### src/rtl/hamming_decoder.sv
// Streaming Hamming(7,4) decoder: syndrome stage, correction stage, and a
// saturating count of corrected words delivered downstream.
module hamming_decoder #(
  parameter int unsigned CNT_W = 16
) (
  input  logic             clk,
  input  logic             rst_n,
  input  logic             in_valid,
  output logic             in_ready,
  input  logic [6:0]       code_in,
  output logic             out_valid,
  input  logic             out_ready,
  output logic [3:0]       data_out,
  output logic             corrected,
  output logic [2:0]       err_pos,
  input  logic             clr_cnt,
  output logic [CNT_W-1:0] corr_count
);

  localparam int unsigned CODE_W = 7;
  localparam int unsigned SYN_W  = 3;
  localparam logic [CNT_W-1:0] CNT_MAX = '1;

  logic              rdy_en;
  logic              s1_valid;
  logic [CODE_W-1:0] s1_code;
  logic [SYN_W-1:0]  s1_syn;
  logic [SYN_W-1:0]  syn_c;
  logic [CODE_W-1:0] fixed_c;
  logic              adv_c;
  logic              s1_load_c;
  logic              cnt_inc_c;

  // Syndrome bit i checks every position whose index has bit i set.
  assign syn_c = {code_in[3] ^ code_in[4] ^ code_in[5] ^ code_in[6],
                  code_in[1] ^ code_in[2] ^ code_in[5] ^ code_in[6],
                  code_in[0] ^ code_in[2] ^ code_in[4] ^ code_in[6]};

  assign adv_c     = !out_valid || out_ready;
  assign s1_load_c = !s1_valid || adv_c;
  // rdy_en keeps in_ready low during reset and until the first clock after release.
  assign in_ready  = rdy_en && s1_load_c;
  assign cnt_inc_c = out_valid && out_ready && corrected && (corr_count != CNT_MAX);

  // Invert the bit at position syn (bit index syn-1); syn==0 leaves the word untouched.
  always_comb begin
    fixed_c = s1_code;
    for (int k = 0; k < int'(CODE_W); k++) begin
      if (s1_syn == SYN_W'(k + 1)) fixed_c[k] = ~s1_code[k];
    end
  end

  always_ff @(posedge clk or negedge rst_n) begin
    if (!rst_n) rdy_en <= 1'b0;
    else        rdy_en <= 1'b1;
  end

  // Stage 1: capture codeword and its syndrome.
  always_ff @(posedge clk or negedge rst_n) begin
    if (!rst_n) begin
      s1_valid <= 1'b0;
      s1_code  <= '0;
      s1_syn   <= '0;
    end else if (s1_load_c) begin
      s1_valid <= in_valid && rdy_en;
      if (in_valid && rdy_en) begin
        s1_code <= code_in;
        s1_syn  <= syn_c;
      end
    end
  end

  // Stage 2: corrected data; outputs hold while stalled.
  always_ff @(posedge clk or negedge rst_n) begin
    if (!rst_n) begin
      out_valid <= 1'b0;
      data_out  <= '0;
      corrected <= 1'b0;
      err_pos   <= '0;
    end else if (adv_c) begin
      out_valid <= s1_valid;
      if (s1_valid) begin
        data_out  <= {fixed_c[6], fixed_c[5], fixed_c[4], fixed_c[2]};
        corrected <= (s1_syn != '0);
        err_pos   <= s1_syn;
      end
    end
  end

  // Saturating correction counter; a clear takes priority over an increment.
  always_ff @(posedge clk or negedge rst_n) begin
    if (!rst_n)         corr_count <= '0;
    else if (clr_cnt)   corr_count <= '0;
    else if (cnt_inc_c) corr_count <= corr_count + CNT_W'(1);
  end

endmodule

### config.mk
export PLATFORM = sky130hd
export DESIGN_NAME = hamming_decoder
export DESIGN_NICKNAME = d
export VERILOG_FILES = /design/src/rtl/hamming_decoder.sv
export SDC_FILE = /design/constraint.sdc
export NUM_CORES = 1
export LEC_CHECK = 0
export ABC_CLOCK_PERIOD_IN_PS = 3700
export BUFFER_PORTS_ARGS = -buffer_cell sky130_fd_sc_hd__buf_4
export CORE_UTILIZATION = 40
export CTS_CLUSTER_SIZE = 16
export DETAILED_ROUTE_END_ITERATION = 10
export GPL_ROUTABILITY_DRIVEN = 0
export SLEW_MARGIN = 25
export SYNTH_ARGS = -nofsm -noshare
export SYNTH_HDL_FRONTEND = slang
export SYNTH_SLANG_ARGS = --single-unit
### constraint.sdc
create_clock -name clk -period 3.7 [get_ports clk]
set_input_delay 0.185 -clock clk [delete_from_list [all_inputs] [get_ports clk]]
set_output_delay 0.185 -clock clk [all_outputs]
set_load 0.05 [all_outputs]
==> summary.txt <==
Power
  – Static leakage: between 0.9 and 1 nW
  – Cell Pwr Density: 513 mW/mm2
  – Max IR drop VDD: 0.000401 V
  – Total power of the final layout: roughly 1.1 mW

Logic synthesis
  – Most common flop cell mapped by yosys: dfrtp_1
  – Fraction of registers with async set or reset after synthesis: 1.00
  – Synthesized-area fraction occupied by adder cells: 0.00745
  – Biggest area consumer among synthesized cells: dfrtp_1
  – Post-synthesis simple-gate area fraction: 0.212
  – Cell area after synthesis: ~0.0017 mm2
  – Most repeated cell in the gate-level netlist after synthesis: dfrtp_1
  – Mux cell area share after synthesis: 0.0529
  – Top post-synthesis cells by count: dfrtp_1 (34), nand2_1 (19), o21ai_0 (12)
  – Flip-flop and latch count after synthesis: 34
  – Complex-gate fraction of the synthesized area: 0.128
  – Avg Cell Area, Syn: 10.1 um2
  – Yosys warns: 0
  – Sequential cell area fraction in the yosys report: 0.506
  – Net count after synthesis: 179
  – Combinational family with the most area after synthesis: simple AND/OR/NAND/NOR gates
  – Top cells by area, synth: dfrtp_1 (51%), mux2_2 (4.7%), nand2_1 (4.2%), xnor2_1 (4.2%), o21ai_0 (3.6%)
  – Number of synthesized flops with an enable pin: 0
  – Post-synthesis share of cell area spent on xor and xnor gates: 0.0625
  – Share of the synthesized area in the top cell type: 0.506
  – Unique masters post-synth: 36
  – Count of mapped cells out of synthesis: 166

Global routing
  – Total Routing Usage GR: 0.178
  – Maximum number of pins on one net before global-route repair: 35
  – GRT Residual Overflow: 0
  – First-pass GRT wire length: just under 6 mm
  – Number of global-route vias before repair: 1271
  – Antenna violations before repair: 0

Floorplan
  – Die span in y: 66.8 um
  – Initial Util: 0.417
  – Number of top-level design ports: 38
  – Cell row count: 23
  – Floorplan die area: 0.00446 mm2
  – Floorplan die width: 66.8 um
  – Total core area: 0.00403 mm2

CTS
  – CTS Buf Count: 5
  – CTS tree: built
  – Clk Latency, worst-skew pair: 0.28 ns
  – Root buf cell: clkbuf_8
  – Clock Path Buffers: 2
  – Clock transition time at the flip-flop clock pins of the worst setup and hold paths: roughly 0.070 ns
  – Count of cells resized by post-cts repair: 0
  – # H-tree levels: 2
  – TritonCTS sink count: 34

Placed design
  – Quantity of I/O buffers inserted on ports: 37
  – Cells after DPL: 248
  – Post-detailed-placement half-perimeter wirelength: ~2.6 mm
  – Post-detailed-placement cell area: 0.00199 mm2

Finish
  – Area used by multi-input combinational logic: between 700 and 800 um2
  – Total area of sequential cells: 851 um2
  – Area overhead of the layout relative to synthesis: 25.8%
  – Number of inserted filler cells in the final layout: 392
  – Layout net count: 219
  – Share of cells above drive strength 1: 0.266
  – Number of standard cells in the final layout excluding fillers: ~260
  – Diode insertion count for antenna repair: 0
  – Post-layout instance area: 0.00211 mm2

Route
  – Remaining antenna violation count after routing: 0
  – Met2 layer wire length in the routed design: 1.80 mm
  – Total routed wirelength: about 3.6 mm
  – Detailed-routed wire length on met3: around 170 um
  – Routed WL per cell: 13.9 um
  – Starting DRC count in detailed routing: 144
  – Top routing layer in use: met4
  – Final routed DRC violation total: 0
  – DR vias/cell: between 5 and 6
  – Met1 wire length: about 1.6 mm
  – Drt first pass iters: 4
  – Via Count: 1385

STA
  – Total count of max-transition violations in the final report: 0
  – Unrepaired setup endpoints after global routing: no
  – Slew Limit Headroom: 0.483
  – Max Clk Rate: 0.467 GHz
  – Setup Skew: approximately 0.0044 ns
  – Actual slew at the worst max-slew pin: around 0.77 ns
  – Hold slack: 0.157 ns
  – Min Clock Period, post-route: 2.14 ns
  – Number of failing hold endpoints at the final stage: 0
  – Total of endpoints with negative setup slack in the final report: 0
  – Final period utilization: 0.578
  – Total negative slack for setup checks: 0 ns

Critical path
  – Category of the most critical setup path: flop to flop
  – Signal arrival time at the worst endpoint: 2.32 ns
  – Element type at the critical path start: flop
  – Worst-path fanout max: 8
  – Critical path data required time: 3.88 ns
  – CP Capture Type: flop

Run status
  – Status: finished, final reports clean

Job
  – Max Cap Violations: 0

Worst hold path
  – Path type of the worst min-delay path: primary input to flop
==> layout make-up <==
cell class	instances	share of cell area
Clock inverter	1	0.0142
Timing Repair Buffer	38	0.136
Inverter	5	0.00888
Sequential cell	34	0.402
Clock buffer	7	0.0361
Multi-Input combinational cell	122	0.373
Tap cell	50	0.0296
==> where the power goes <==
part / leakage, nW / internal [mW] / switching [mW]
logic: 0.414 / 0.101 / 0.191
clock network: 0.0524 / 0.201 / 0.127
registers: 0.443 / 0.423 / 0.0428
==> worst paths after layout <==
path	from	end	slack, ns	depth (start not counted)
worst min-delay path	code_in[5]	s1_code[5]$_DFFE_PN0P_	0.16	2
worst min register to register	data_out[0]$_DFFE_PN0P_	data_out[0]$_DFFE_PN0P_	0.48	2
worst max register to register	corr_count[0]$_DFFE_PN0P_	corr_count[14]$_DFFE_PN0P_	1.56	5
min in group asynchronous	rst_n	corr_count[4]$_DFFE_PN0P_	0.38	2
max in group asynchronous	rst_n	data_out[2]$_DFFE_PN0P_	3.00	2
worst max-delay path	corr_count[0]$_DFFE_PN0P_	corr_count[14]$_DFFE_PN0P_	1.56	5
==> sequential cells by signal, indices dropped and copies added (netlist names) <==
signal,flops
s1_valid,1
rdy_en,1
s1_syn,3
s1_code,4
corr_count,16
out_valid,1
err_pos,3
corrected,1
data_out,4
==> placed cells by master, fill, tap and decap left out, drive strengths merged, types with 5 or more instances in the layout <==
cell type,count
a21oi,10
buf,37
clkbuf,7
dfrtp,34
inv,5
mux2,7
nand2,19
nand3,9
nor2,6
o21ai,12
o31ai,6
or4,8
xnor2,8
==> worst max-delay path: stages (launching register included) <==
cell,delay [ns]
dfrtp_1,0.43
ha_1,0.24
nand2_1,0.09
or4_1,0.61
or4b_1,0.50
and3_1,0.17
==> layer usage <==
metal / global-route usage / vias up
met1: 0.217 / 658
met2: 0.295 / 35
met4: 0.0638 / 0
li1: - / 688
met3: 0.0514 / 4
met5: 0 / -
==> per-stage QoR <==
step           setup WS (ns)  utilization
6_report                1.56        0.525
5_1_grt                 1.46        0.525
4_1_cts                 1.51        0.523
3_5_place_dp            1.51        0.494
3_3_place_gp            1.61        0.494
2_1_floorplan           1.35            -
==> cells by family after synthesis <==
group / after synthesis
buf+inv: 10
simple gates: 65
other cells: 1
compound gates: 35
fa+ha+maj: 1
xor+xnor: 12
mux: 8
flops: 34
==> timing repair <==
item                       CTS  global route
hold endpoints to repair    34             0
setup endpoints to repair    0             0
setup buffers                0             0
hold buffers                 1             0
No activity file was read; power rests on OpenSTA's default activity.
